--- src/rtl/layer_output_serializer_if.sv ---
// layer_output_serializer_if: frame start/data in, serialized word stream out.
// slave: i_start, din in; o_start, o_valid, o_last, dout, o_busy, o_err out.
interface layer_output_serializer_if #(
  parameter int DATA_WIDTH  = 24,
  parameter int NUM_NEURONS = 10
);
  logic                              i_start;
  logic [NUM_NEURONS*DATA_WIDTH-1:0] din;
  logic                              o_start;
  logic                              o_valid;
  logic                              o_last;
  logic signed [DATA_WIDTH-1:0]      dout;
  logic                              o_busy;
  logic                              o_err;

  modport master (
    output i_start, din,
    input  o_start, o_valid, o_last,
    input  dout, o_busy, o_err
  );

  modport slave (
    input  i_start, din,
    output o_start, o_valid, o_last,
    output dout, o_busy, o_err
  );
endinterface

--- src/rtl/layer_output_serializer.sv ---
// layer_output_serializer: times the cell bank MAC latency, captures all
// results, applies activation and streams them one word per cycle.
// Ports: clk, rst (sync, active-high), bus (slave modport):
//   i_start/din in; o_start/o_valid/o_last/dout out; o_busy, o_err status.
// Macro ACT_RELU_EN: captured words are clamped at zero when negative.
module layer_output_serializer #(
  parameter int DATA_WIDTH    = 24,
  parameter int NUM_NEURONS   = 10,
  parameter int INPUT_LENGTH  = 784,
  parameter int CAPTURE_DELAY = INPUT_LENGTH + 2
) (
  input logic                      clk,
  input logic                      rst,
  layer_output_serializer_if.slave bus
);
  localparam int TW = $clog2(CAPTURE_DELAY + 1);
  localparam int IW = $clog2(NUM_NEURONS + 1);

  typedef enum logic {T_IDLE, T_COUNT} tstate_t;
  typedef enum logic {E_IDLE, E_EMIT} estate_t;

  tstate_t t_q, t_d;
  estate_t e_q, e_d;

  logic [TW-1:0] tcnt_q, tcnt_d;
  logic [IW-1:0] idx_q, idx_d;
  logic          err_q, err_d;

  logic [DATA_WIDTH-1:0] wbuf_q [NUM_NEURONS];
  logic [DATA_WIDTH-1:0] wbuf_d [NUM_NEURONS];

  logic capture;
  logic last_el;
  logic accept;
  logic drop;
  logic start_err;

  assign capture = (t_q == T_COUNT) &&
                   (tcnt_q == TW'(CAPTURE_DELAY));
  assign last_el = (e_q == E_EMIT) &&
                   (idx_q == IW'(NUM_NEURONS - 1));
  // the slot of the last element is free for a new frame
  assign accept    = capture && ((e_q == E_IDLE) || last_el);
  assign drop      = capture && !accept;
  assign start_err = bus.i_start && (t_q == T_COUNT);

  always_comb begin
    t_d    = t_q;
    tcnt_d = tcnt_q;
    unique case (t_q)
      T_IDLE: begin
        if (bus.i_start) begin
          t_d    = T_COUNT;
          tcnt_d = TW'(1);
        end
      end
      T_COUNT: begin
        if (capture) begin
          t_d    = T_IDLE;
          tcnt_d = '0;
        end else begin
          tcnt_d = tcnt_q + TW'(1);
        end
      end
      default: t_d = T_IDLE;
    endcase
  end

  always_comb begin
    e_d   = e_q;
    idx_d = idx_q;
    err_d = start_err | drop;
    unique case (e_q)
      E_IDLE: begin
        if (accept) begin
          e_d   = E_EMIT;
          idx_d = '0;
        end
      end
      E_EMIT: begin
        if (last_el) begin
          idx_d = '0;
          e_d   = accept ? E_EMIT : E_IDLE;
        end else begin
          idx_d = idx_q + IW'(1);
        end
      end
      default: e_d = E_IDLE;
    endcase
  end

  always_comb begin
    for (int n = 0; n < NUM_NEURONS; n++) begin
      wbuf_d[n] = wbuf_q[n];
      if (accept) begin
`ifdef ACT_RELU_EN
        wbuf_d[n] =
          bus.din[n*DATA_WIDTH + DATA_WIDTH - 1] ?
          '0 : bus.din[n*DATA_WIDTH +: DATA_WIDTH];
`else
        wbuf_d[n] = bus.din[n*DATA_WIDTH +: DATA_WIDTH];
`endif
      end
    end
  end

  always_ff @(posedge clk) begin
    if (rst) begin
      t_q    <= T_IDLE;
      e_q    <= E_IDLE;
      tcnt_q <= '0;
      idx_q  <= '0;
      err_q  <= 1'b0;
      for (int n = 0; n < NUM_NEURONS; n++)
        wbuf_q[n] <= '0;
    end else begin
      t_q    <= t_d;
      e_q    <= e_d;
      tcnt_q <= tcnt_d;
      idx_q  <= idx_d;
      err_q  <= err_d;
      for (int n = 0; n < NUM_NEURONS; n++)
        wbuf_q[n] <= wbuf_d[n];
    end
  end

  assign bus.o_valid = (e_q == E_EMIT);
  assign bus.o_start = bus.o_valid && (idx_q == '0);
  assign bus.o_last  = last_el;
  assign bus.o_busy  = (t_q != T_IDLE) || (e_q != E_IDLE);
  assign bus.o_err   = err_q;

  always_comb begin
    bus.dout = '0;
    for (int n = 0; n < NUM_NEURONS; n++)
      if (bus.o_valid && (idx_q == IW'(n)))
        bus.dout = wbuf_q[n];
  end
endmodule

--- src/flat_wrapper.sv ---
// flat-port wrapper written by rule: the top's interface ports become plain ports
module layer_output_serializer_flat 
#(
  parameter int DATA_WIDTH    = 24,
  parameter int NUM_NEURONS   = 10,
  parameter int INPUT_LENGTH  = 784,
  parameter int CAPTURE_DELAY = INPUT_LENGTH + 2
)
  (clk, rst, bus_i_start, bus_din, bus_o_start, bus_o_valid, bus_o_last, bus_dout, bus_o_busy, bus_o_err);
  layer_output_serializer_if #(.DATA_WIDTH(DATA_WIDTH), .NUM_NEURONS(NUM_NEURONS)) bus_i ();
  input logic clk;
  input logic rst;
  input wire logic [$bits(bus_i.i_start)-1:0] bus_i_start;
  input wire logic [$bits(bus_i.din)-1:0] bus_din;
  output wire logic [$bits(bus_i.o_start)-1:0] bus_o_start;
  output wire logic [$bits(bus_i.o_valid)-1:0] bus_o_valid;
  output wire logic [$bits(bus_i.o_last)-1:0] bus_o_last;
  output wire logic [$bits(bus_i.dout)-1:0] bus_dout;
  output wire logic [$bits(bus_i.o_busy)-1:0] bus_o_busy;
  output wire logic [$bits(bus_i.o_err)-1:0] bus_o_err;
  assign bus_i.i_start = bus_i_start;
  assign bus_i.din = bus_din;
  assign bus_o_start = bus_i.o_start;
  assign bus_o_valid = bus_i.o_valid;
  assign bus_o_last = bus_i.o_last;
  assign bus_dout = bus_i.dout;
  assign bus_o_busy = bus_i.o_busy;
  assign bus_o_err = bus_i.o_err;
  layer_output_serializer #(.DATA_WIDTH(DATA_WIDTH), .NUM_NEURONS(NUM_NEURONS), .INPUT_LENGTH(INPUT_LENGTH), .CAPTURE_DELAY(CAPTURE_DELAY)) u_core (.clk(clk), .rst(rst), .bus(bus_i));
endmodule
--- config.mk ---
export PLATFORM = sky130hd
export DESIGN_NAME = layer_output_serializer_flat
export DESIGN_NICKNAME = d
export VERILOG_FILES = /design/src/rtl/layer_output_serializer_if.sv /design/src/rtl/layer_output_serializer.sv /design/src/flat_wrapper.sv
export SDC_FILE = /design/constraint.sdc
export NUM_CORES = 1
export LEC_CHECK = 0
export BUFFER_PORTS_ARGS = -buffer_cell sky130_fd_sc_hd__clkbuf_2
export CORE_MARGIN = 5
export CORE_UTILIZATION = 40
export CTS_CLUSTER_SIZE = 25
export DETAILED_ROUTE_END_ITERATION = 7
export SKIP_CTS_REPAIR_TIMING = 1
export SLEW_MARGIN = 10
export SYNTH_ARGS = -nofsm -noshare
export SYNTH_HDL_FRONTEND = slang
export SYNTH_SLANG_ARGS = --single-unit
--- constraint.sdc ---
create_clock -name clk -period 3.3 [get_ports clk]
set_clock_uncertainty 0.1 [all_clocks]
set_input_delay 0.33 -clock clk [delete_from_list [all_inputs] [get_ports clk]]
set_output_delay 0.33 -clock clk [all_outputs]
set_load 0.03 [all_outputs]
Word-level counts from Yosys, hierarchy flattened. Memories as Yosys holds them, arrays and structs flattened. Index checks and enable logic that the tools add are counted.

RAM bits: 240. Bits in latches: 0. Output and inout bits: 29. Memories: 1. Input bits: 243. ROM bits: 0. Word-level logic and storage cells: 96. Bits in registers: 17.

Memories: u_core.wbuf_q (words 10, bits a word 24, rd ports 10, clocked after memory_dff 0, wr ports 10, line layer_output_serializer.sv:29) `logic [DATA_WIDTH-1:0] wbuf_q [NUM_NEURONS];`.

Multiply operators: 0. Add/subtract/negate cells: 2. Reductions and logical operators: 18. Bitwise logic cells: 13. Muxes and demuxes: 45. Shift-type cells: 0. Divide/modulo/power cells: 0. Magnitude comparators: 0. Eq/ne operators: 12.

Operators with widths (number): 2-to-1 mux 24 bit (30); 2-to-1 mux 10 bit (2); case mux 10 bit (2 select lines) (1); == test 4 x 3 -> 1 bit, second input constant (4); logical AND 1 bit (14); OR 1 bit (11); adder 10 x 1 -> 10 bit, second input constant (1); == test 10 bit, second input constant (1); == test 4 x 2 -> 1 bit, second input constant (2); == test 4 bit, second input constant (2); 2-to-1 mux 4 bit (2); case mux 4 bit (2 select lines) (1); 2-to-1 mux 1 bit (7); adder 4 x 1 -> 4 bit, second input constant (1); == test 4 x 1 -> 1 bit, second input constant (1); logical NOT 4 bit (1); case mux 1 bit (2 select lines) (2); logical OR 1 bit (2); inequality test 2 x 1 -> 1 bit, second input constant (1); inequality test 2 bit, second input constant (1); inverter 1 bit (2); logical NOT 1 bit (1).

Longest topological paths before layout. Gate-level depths: netlist (run 1).

Depth in word-level cells: 12. Gate-level depth with buffers: 12. Mapped depth without buffers: 8.

Worst setup path after synthesis (run 1). OpenSTA, ideal clock, no wires.

Path kind: register to output. From: register u_core.e_q (netlist: u_core.bus.o_valid). To: output port bus_dout[8]. Setup slack: 0.340 ns. Data arrival time: 2.530 ns. Cell stages (with the launch flop): 7. Path buffers: 2. Required time: 2.870 ns. Cells stage by stage: dfxtp_1 > buf_2 > buf_4 > nand4b_1 > o21ai_0 > a21oi_1 > o311ai_0.

Word-level cells in the longest chain between the ends: 11. Elaborated cells between the ends (all ways): 20. Those cells by class: mux: 10; reduce/logical: 10.

RTL lines: start, declared (line layer_output_serializer.sv:23) `estate_t e_q, e_d;`; start signal, assigned (line layer_output_serializer.sv:110) `e_q <= E_IDLE;`; start signal, assigned (line layer_output_serializer.sv:118) `e_q <= e_d;`; logical AND 1 bit (line layer_output_serializer.sv:136) `if (bus.o_valid && (idx_q == IW'(n)))`; 2-to-1 mux 24 bit (9 in series) (line layer_output_serializer.sv:136); 2-to-1 mux 24 bit (*) (line layer_output_serializer.sv:136); end, declared (line flat_wrapper.sv:18) `output wire logic [$bits(bus_i.dout)-1:0] bus_dout;`.

Every way passes the cells marked *; elsewhere a longest branch is shown, timed or not.

Worst setup path in the final report (run 1).
From: register u_core.idx_q[0]. To: output port bus_dout[7].

Word-level cells in the longest chain between the ends: 12. Elaborated cells between the ends (all ways): 30. Those cells by class: eq/ne: 9; mux: 10; reduce/logical: 11.

RTL lines: start, declared (line layer_output_serializer.sv:26) `logic [IW-1:0] idx_q, idx_d;`; start signal, assigned (line layer_output_serializer.sv:120) `idx_q <= idx_d;`; logical NOT 4 bit (line layer_output_serializer.sv:136); logical AND 1 bit (line layer_output_serializer.sv:136); 2-to-1 mux 24 bit (9 in series) (line layer_output_serializer.sv:136); 2-to-1 mux 24 bit (*) (line layer_output_serializer.sv:136).

Marked as above.

==> results of run 1 <==
-- worst paths after layout --
path                        startpoint                    end  slack (ns)  depth (start not counted)
hold / removal             bus_din[22]   u_core.wbuf_q[0][22]       -0.02                          3
setup reg to reg      u_core.tcnt_q[1]  u_core.wbuf_q[0][123]        0.71                          7
setup / recovery       u_core.idx_q[0]            bus_dout[7]        0.11                          8
hold reg to reg   u_core.wbuf_q[0][66]   u_core.wbuf_q[0][66]        0.35                          2
-- power by group through the flow --
stage	Sequential [W]	Clock [W]	Combinational (W)
CTS	0.00311	0.00327	0.000229
detailed placement	0.00318	0	0.000227
floorplan	0.00318	0	0.0000636
global route	0.00311	0.00340	0.000494
finish	0.00311	0.00323	0.000459
global placement	0.00318	0	0.000226
-- stage by stage --
stage | hold slack (ns) | instances | total power (W) | setup WS (ns)
after CTS | -0.1076 | 2194 | 0.006607 | -0.2148
after floorplan | 0.3311 | 1581 | 0.003241 | 0.3397
after global routing | 0.01092 | 2433 | 0.007001 | -0.003305
after detailed placement | 0.3412 | 2144 | 0.003407 | 0.3777
final | -0.01985 | 2433 | 0.006797 | 0.1088
after global placement | 0.3399 | 2144 | 0.003406 | 0.4282
-- layout make-up --
cell class,instances,area share
clock buffer,38,0.04845
timing repair inverter,1,0.0002996
timing repair buffer,547,0.2504
antenna,1,0.0001498
tap,384,0.02876
multi-input combinational,1176,0.3505
inverter,17,0.004044
sequential,257,0.3083
clock inverter,12,0.009136
-- flip-flops by register name, indices dropped and copies added, names as in the netlist --
name,count
u_core.wbuf_q,240
u_core.t_q,1
u_core.tcnt_q,10
u_core.idx_q,4
u_core.bus.o_valid,1
u_core.bus.o_err,1
-- kinds of logic after synthesis --
kind of cell,after synthesis
compound gates,487
fa+ha+maj,6
buf+inv,149
flops,257
simple gates,682
-- routing by layer --
layer	part of all wire	wire (microns)
met1	0.44	20480
met2	0.45	20850
met3	0.070	3240
met4	0.038	1755
met5	0	0
-- placed cells by master, fill, tap and decap left out, drive strengths merged, types with 4 or more instances in the layout --
cell,count
nand3,10
clkinv,7
nor2b,5
nor3b,4
ha,6
a211oi,12
o22ai,17
a311oi,7
o211ai,7
nor2,66
and2,5
o41ai,6
o221ai,11
and3,7
buf,48
nand3b,7
dlygate4sd3,234
inv,17
nand2b,11
a21oi,316
a2bb2oi,4
nand2,542
a221oi,15
dfxtp,257
clkbuf,303
a22oi,16
a31oi,13
nor3,6
o21ai,45
-- critical path, cell delays in order (launching register included) --
cell and delay, ns:
dfxtp_2 0.35, inv_1 0.13, ha_2 0.28, buf_12 0.25, nor2_1 0.11, nor2_2 0.27, a311oi_1 0.16, o41ai_1 0.36
clkbuf_2 0.30
==> flow_metrics.py, run 1 <==
metrics = {
    "outcome": {
        "outcome": "finished with violations",
        "violations": "negative hold slack",
    },
    "worst_hold_path": {
        "hp-class": "in2reg",
    },
    "layout": {
        "finalCoreUtilization": 0.5821,
        "multiInputGateArea_sq_um": 5856,
        "synthToLayoutAreaGrowth_pct": 43.40,
        "nets": 2277,
        "fin_area_sq_um": 16710,
        "seq_area_sq_um": 5151,
        "drive_above_1_share": 0.1978,
        "n_fill_cell": 2586,
    },
    "synthesis": {
        "synthCells": 1581,
        "ys_seq_elements": 257,
        "synth_largest_area_cell": "dfxtp_1",
        "netlist_area_sq_um": 11650,
        "synth_area_leaders": "dfxtp_1 44%, nand2_1 17%, a21oi_1 14%",
        "synth_ff_type": "dfxtp_1",
        "synth_most_common_cell": "nand2_1",
        "synth-compound-area-share": 0.2402,
        "async_reset_ff_frac": 0,
        "synthTopCellsByCount": "542 x nand2_1, 316 x a21oi_1, 257 x dfxtp_1, 62 x nor2_1, 51 x clkbuf_1",
        "synth_nets": 1830,
        "synth_top_area_share": 0.4416,
        "synthSimpleGateAreaFrac": 0.2421,
        "syn-mean-instance-area_sq_um": 7.369,
        "synth.area.mux_share": 0,
        "synth_seq_area_share": 0.4416,
        "synth_adder_area_share": 0.006443,
        "synth_enable_flop_cells": 0,
        "synth_top_family_by_area": "simple AND/OR/NAND/NOR gates",
        "yosysUniqueCellTypes": 61,
        "synth_warnings": 0,
        "synth-xor-area-share": 0,
    },
    "worst_setup_path": {
        "worstSetupPathType": "reg2out",
        "crit_fanout": 44,
        "required_ns": 2.87,
        "critPathCaptureType": "output pin",
        "crit_path_start_kind": "flip-flop",
        "crit_arrival_ns": 2.76,
    },
    "route": {
        "drt_iter0_markers": 1010,
        "first_pass_iters": 6,
        "num_vias": 12880,
        "drc": 0,
        "wirelength_microns": 46320,
        "ant_nets": 0,
        "wl_per_cell_microns": 19.04,
        "vias_per_cell": 5.294,
    },
    "job": {
        "cap_violations": 0,
    },
    "power_and_ir_drop": {
        "p_leak_nw": 6.223,
        "seq_power_share": 0.458,
        "power_frac_comb": 0.068,
        "p_switching_w": 0.001442,
        "p_int_w": 0.005355,
        "power.density_nw_per_um2": 406.8,
        "netSwitchingFraction": 0.2121,
        "clock_power_share": 0.475,
        "max-vdd-ir-drop_mv": 0.3542,
    },
    "place": {
        "portBuffers": 271,
        "place_hpwl_microns": 31850,
        "gp_congestion": 1.002,
        "dpl_cell_area_sq_um": 13180,
    },
    "global_routing": {
        "use_met1": 0.3566,
        "met3_usage": 0.04400,
        "grt_pass1_vias": 10820,
        "grt-ovfl-total": 0,
        "use_met2": 0.3547,
        "grt_pass1_wl_microns": 62710,
        "antenna_found_initial": 1,
        "track_usage": 0.2414,
        "top_usage_layer": "met1",
        "grt_max_degree": 180,
    },
    "clock_tree": {
        "clockRootBuffer": "clkbuf_16",
        "cts_buffers": 28,
        "cts_tree": "done",
        "clock_latency_ns": 0.54,
        "clkSinkCount": 257,
        "clk_pin_slew_ns": 0.06,
        "htree_num_levels": 1,
        "cts_buffer_depth": 3,
    },
    "floorplan": {
        "ioPinCount": 272,
        "die-area_sq_um": 32640,
        "fp.dieH_microns": 180.7,
        "num_rows": 62,
        "die_x_microns": 180.7,
        "core_sq_um": 28700,
        "start_util": 0.4059,
    },
    "timing": {
        "maxSlewHeadroom": 0.4931,
        "post-route-min-period_ns": 3.191,
        "setup_viol": 0,
        "final.setup.tns_ns": 0,
        "tightest_slew_ns": 0.7604,
        "finalHoldViolations": 2,
        "fmax_ghz": 0.3134,
        "period_share": 0.9670,
        "slew_violations": 0,
        "hold_ws_ns": -0.01985,
    },
}
(Power assumes the default switching activity.)
==> run 2: changes to the inputs <==
Settings changed: CORE_UTILIZATION 40 to 45, PLACE_DENSITY from default to 0.69.
==> run 2 against run 1 <==
Net effect: the flow now finishes without violations; routed wire length fell by 1.1%; via count rose by 2.2%; setup slack got worse by 0.045 ns; register-to-register slack improved by 0.14 ns.
==> flow_metrics.py, run 2 (synthesis results as in run 1) <==
metrics = {
    "route": {
        "ant_nets": 0,
        "wl_met1_microns": 19070,
        "drt_iter0_markers": 1457,
        "drc": 0,
        "vias_per_cell": 5.518,
        "wirelength_microns": 45800,
        "num_vias": 13170,
        "met2_length_microns": 21130,
        "wl_per_cell_microns": 19.19,
        "first_pass_iters": 6,
        "highest_layer": "met4",
        "wl_met3_microns": 3917,
    },
    "floorplan": {
        "core_sq_um": 25330,
        "fp.dieH_microns": 170.9,
        "die_x_microns": 170.9,
        "start_util": 0.4600,
        "num_rows": 58,
        "die-area_sq_um": 29210,
        "ioPinCount": 272,
    },
    "global_routing": {
        "grt_max_degree": 125,
        "grt_pass1_wl_microns": 60320,
        "grt-ovfl-total": 0,
        "antenna_found_initial": 0,
        "track_usage": 0.2631,
        "grt_pass1_vias": 10780,
    },
    "worst_setup_path": {
        "critPathCaptureType": "output pin",
        "worstSetupPathType": "reg2out",
        "required_ns": 2.87,
        "crit_path_max_incr_delay_ns": 0.35,
        "crit_arrival_ns": 2.81,
        "reg2reg_slack_ns": 0.85,
        "cp_cell_sequence": "inv_1 -> ha_1 -> buf_4 -> buf_6 -> nand2_1 -> o21ai_1 -> a311oi_1 -> o41ai_1 -> clkbuf_2",
        "cp_num_buf_inv": 4,
        "r2r-start": "u_core.idx_q[1]",
        "crit_fanout": 18,
        "timing.rr.end": "u_core.wbuf_q[0][56]",
        "rr_worst_depth": 9,
        "crit_path_start_kind": "flip-flop",
        "cp_top_family": "buffers and inverters",
        "slowest_stage": "dfxtp_2",
    },
    "layout": {
        "nets": 2286,
        "synthToLayoutAreaGrowth_pct": 42.06,
        "drive_above_1_share": 0.1970,
        "reg_top3": "u_core.wbuf_q (240), u_core.tcnt_q (10), u_core.idx_q (4)",
        "largest_reg_flops": 240,
        "top_register": "u_core.wbuf_q",
        "final_common_cell": "nand2_1",
        "final_cell_mix": "539 x nand2_1, 315 x a21oi_1, 261 x clkbuf_2, 254 x dfxtp_1, 238 x dlygate4sd3_1",
        "diodes": 0,
        "finalCoreUtilization": 0.6535,
    },
    "clock_tree": {
        "htree_num_levels": 1,
        "clock_latency_ns": 0.53,
        "clkSinkCount": 257,
        "clk_pin_slew_ns": 0.06,
        "clockRootBuffer": "clkbuf_16",
        "cts_tree": "done",
        "cts_buffers": 27,
        "cts_buffer_depth": 3,
    },
    "worst_hold_path": {
        "whs_path_depth": 3,
        "hold_start": "bus_din[56]",
        "hp-class": "in2reg",
        "whs_endpoint": "u_core.wbuf_q[0][56]",
    },
    "timing": {
        "setup_viol": 0,
        "tightest_slew_ns": 0.5622,
        "fmax_ghz": 0.3090,
        "hold_ws_ns": 0.001663,
        "finalHoldViolations": 0,
        "slew_violations": 0,
        "post-route-min-period_ns": 3.236,
        "period_share": 0.9806,
        "maxSlewHeadroom": 0.6252,
    },
    "power_and_ir_drop": {
        "max-vdd-ir-drop_mv": 0.4175,
        "power.density_nw_per_um2": 397.0,
        "p_leak_nw": 6.223,
    },
    "job": {
        "cap_violations": 0,
    },
    "place": {
        "gp_congestion": 0.9684,
        "portBuffers": 271,
        "place_hpwl_microns": 30350,
    },
    "outcome": {
        "outcome": "completed",
    },
}
run 2: metrics by stage:
step / setup TNS [ns] / worst slack (ns) / area [sq um] / cells / total power, W
after floorplan: 0 / 0.3397 / 11650 / 1581 / 0.003241
after global placement: 0 / 0.3621 / 13130 / 2095 / 0.003405
after detailed placement: 0 / 0.3124 / 13130 / 2095 / 0.003407
after CTS: -2.401 / -0.2453 / 14000 / 2143 / 0.006362
after global routing: -0.0003089 / -0.0003089 / 16550 / 2386 / 0.006752
final: 0 / 0.06412 / 16550 / 2386 / 0.006571
run 2: power by group:
group | total, W | switching (W) | internal, W
clock | 0.00299 | 0.00128 | 0.00171
sequential | 0.00311 | 0.00000592 | 0.00310
combinational | 0.000470 | 0.000170 | 0.000301
run 2: cell type report:
type	count	area, sq um
tap	330	412.9
multi-input combinational	1176	5812
sequential	257	5149
fill	2060	8775
timing repair buffer	558	4237
clock buffer	35	765.7
clock inverter	13	105.1
inverter	17	71.32
run 2: tightest hold or removal path: cells and delay by family:
kind	cells	cell delay, ns
buf+inv	1	0.08
compound gates	1	0.08
simple gates	1	0.10
run 2: worst max-delay path by stage:
stage	start	slack, ns	depth (start not counted)	endpoint
2_1_floorplan	u_core.bus.o_valid	0.34	6	bus_dout[8]
3_3_place_gp	u_core.idx_q[1]	0.36	10	bus_dout[4]
3_5_place_dp	u_core.idx_q[1]	0.31	10	bus_dout[4]
4_1_cts	u_core.idx_q[1]	-0.25	10	bus_dout[4]
5_1_grt	u_core.idx_q[0]	-0.0003	10	bus_dout[19]
6_report	u_core.idx_q[0]	0.06	9	bus_dout[12]
run 2: metal layers:
layer,global-route usage,vias to the layer above
met3,0.03396,116
met1,0.3876,6089
li1,-,6288
met4,0.07785,0
met5,0,-
met2,0.4051,674
==> run 3: changes to the inputs <==
Settings changed: CORE_MARGIN 5 to 1, PLACE_DENSITY 0.69 to 0.68.
==> run 3 against run 2 <==
Net effect: combinational power increased by 1%; count of clock-buffer cells in the layout increased by 5; cell area about the same; first-iteration DRC count decreased by 3.6%; largest cell class unchanged; global-route usage increased by 4.3 points; the run now ends with negative hold slack left; sequential share of layout area about the same; critical path depth increased by 1; flip-flop and latch count unchanged; hold slack got worse by 0.0087 ns; clock power increased by 4%; utilization increased by 0.12 points.
==> flow_metrics.py, run 3 (synthesis results as in run 1) <==
metrics = {
    "outcome": {
        "outcome": "finished with violations",
        "violations": "negative hold slack",
    },
    "global_routing": {
        "track_usage": 0.3062,
        "antenna_found_initial": 2,
        "grt-ovfl-total": 0,
        "grt_pass1_wl_microns": 61530,
        "grt_max_degree": 123,
        "grt_pass1_vias": 10750,
    },
    "route": {
        "wl_met3_microns": 3945,
        "num_vias": 13210,
        "vias_per_cell": 5.563,
        "met2_length_microns": 21630,
        "highest_layer": "met4",
        "first_pass_iters": 6,
        "wl_met1_microns": 19440,
        "wl_per_cell_microns": 19.80,
        "ant_nets": 0,
        "wirelength_microns": 47000,
        "drt_iter0_markers": 1405,
        "drc": 0,
    },
    "place": {
        "pre_cts_slack_ns": 0.4272,
        "place_hpwl_microns": 30960,
        "gp_congestion": 0.9578,
        "portBuffers": 271,
        "dpl_cell_area_sq_um": 13030,
    },
    "worst_setup_path": {
        "critPathCaptureType": "output pin",
        "required_ns": 2.87,
        "reg2reg_slack_ns": 0.42,
        "critPathLaunch": "u_core.idx_q[1]",
        "crit_path_start_kind": "flip-flop",
        "timing.rr.end": "u_core.wbuf_q[0][72]",
        "crit_arrival_ns": 2.84,
        "rr_worst_depth": 7,
        "r2r-start": "u_core.tcnt_q[1]",
        "worstSetupPathType": "reg2out",
        "crit_fanout": 8,
        "crit_end": "bus_dout[21]",
    },
    "power_and_ir_drop": {
        "power.density_nw_per_um2": 405.3,
        "p_leak_nw": 6.179,
        "max-vdd-ir-drop_mv": 0.4061,
    },
    "timing": {
        "setup_viol": 0,
        "period_share": 0.9912,
        "finalHoldViolations": 2,
        "post-route-min-period_ns": 3.271,
        "fmax_ghz": 0.3057,
        "slew_violations": 0,
        "maxSlewHeadroom": 0.1998,
        "tightest_slew_ns": 1.200,
        "setup_slack_ns": 0.02908,
        "hold_ws_ns": -0.006987,
    },
    "layout": {
        "synthToLayoutAreaGrowth_pct": 41.92,
        "reg_top3": "u_core.wbuf_q (240), u_core.tcnt_q (10), u_core.idx_q (4)",
        "top_register": "u_core.wbuf_q",
        "nets": 2274,
        "final_common_cell": "nand2_1",
        "fin_area_sq_um": 16540,
        "n_fill_cell": 2113,
        "drive_above_1_share": 0.1934,
        "final_cell_mix": "539 x nand2_1, 313 x a21oi_1, 267 x clkbuf_2, 254 x dfxtp_1, 238 x dlygate4sd3_1",
        "largest_reg_flops": 240,
    },
    "clock_tree": {
        "cts_buffer_depth": 3,
        "htree_num_levels": 1,
        "cts_tree": "done",
        "clockRootBuffer": "clkbuf_16",
        "cts_buffers": 28,
        "clock_latency_ns": 0.54,
        "clk_pin_slew_ns": 0.06,
        "clkSinkCount": 257,
    },
    "floorplan": {
        "ioPinCount": 272,
        "die_x_microns": 162.9,
        "die-area_sq_um": 26540,
        "num_rows": 58,
        "fp.dieH_microns": 162.9,
        "start_util": 0.4614,
        "core_sq_um": 25250,
    },
    "worst_hold_path": {
        "hp-class": "in2reg",
    },
    "job": {
        "cap_violations": 0,
    },
}
## run 3: cell count changes in the layout (fill, tap and decap cells not counted), sizes merged
cell,previous run,this run
clkinvlp,5,2
buf,59,40
clkbuf,296,308
diode,0,2
clkinv,8,5
nor2,66,65
## run 3: layout make-up
cell class              count  area (sq um)  area share
diodes                      2         5.005   0.0003027
clock buffers              40         847.1     0.05123
clock inverters             7         62.56    0.003783
inverters                  17         67.56    0.004086
multi-input cells        1175          5867      0.3548
flip-flops and latches    257          5149      0.3114
well taps                 330         412.9     0.02497
repair buffers            546          4125      0.2495
## run 3: how the worst min path moves through the flow
stage / start / to / cells past startpoint
finish: bus_din[166] / u_core.wbuf_q[0][166] / 3
global route: bus_din[166] / u_core.wbuf_q[0][166] / 3
CTS: bus_din[163] / u_core.wbuf_q[0][163] / 3
detailed placement: u_core.wbuf_q[0][50] / u_core.wbuf_q[0][50] / 2
global placement: u_core.wbuf_q[0][112] / u_core.wbuf_q[0][112] / 2
floorplan: u_core.wbuf_q[0][112] / u_core.wbuf_q[0][112] / 2
## run 3: metal layers
layer / track usage / up-vias
li1: - / 6255
met1: 0.4249 / 6181
met2: 0.4660 / 646
met3: 0.06366 / 124
met4: 0.1121 / 0
met5: 0 / -
## run 3: power by group
part | leakage, nW | switching (W) | internal (W)
logic | 3.66 | 0.000175 | 0.000301
clock network | 0.452 | 0.00128 | 0.00184
registers | 2.07 | 0.00000614 | 0.00311
total | 6.18 | 0.00146 | 0.00525
## run 3: worst max-delay path, stage by stage (launching register included)
cell and delay (ns):
dfxtp_2 0.38, inv_1 0.08, ha_2 0.24, and3b_1 0.21, nand2_2 0.13, clkinvlp_4 0.21
buf_4 0.22, or3_1 0.38, o21ai_0 0.15, a31oi_1 0.07, clkbuf_2 0.23
## run 3: stage by stage
step                setup TNS, ns  std cells  utilization  hold WS, ns  power (W)
floorplan                       0       1581            -       0.3311   0.003241
global placement                0       2085       0.5158       0.3388   0.003413
detailed placement              0       2085       0.5158       0.3426   0.003414
CTS                        -1.376       2132       0.5518      -0.1151   0.006482
global route             -0.07721       2374       0.6548    -0.001239   0.006880
finish                          0       2374       0.6548    -0.006987   0.006702
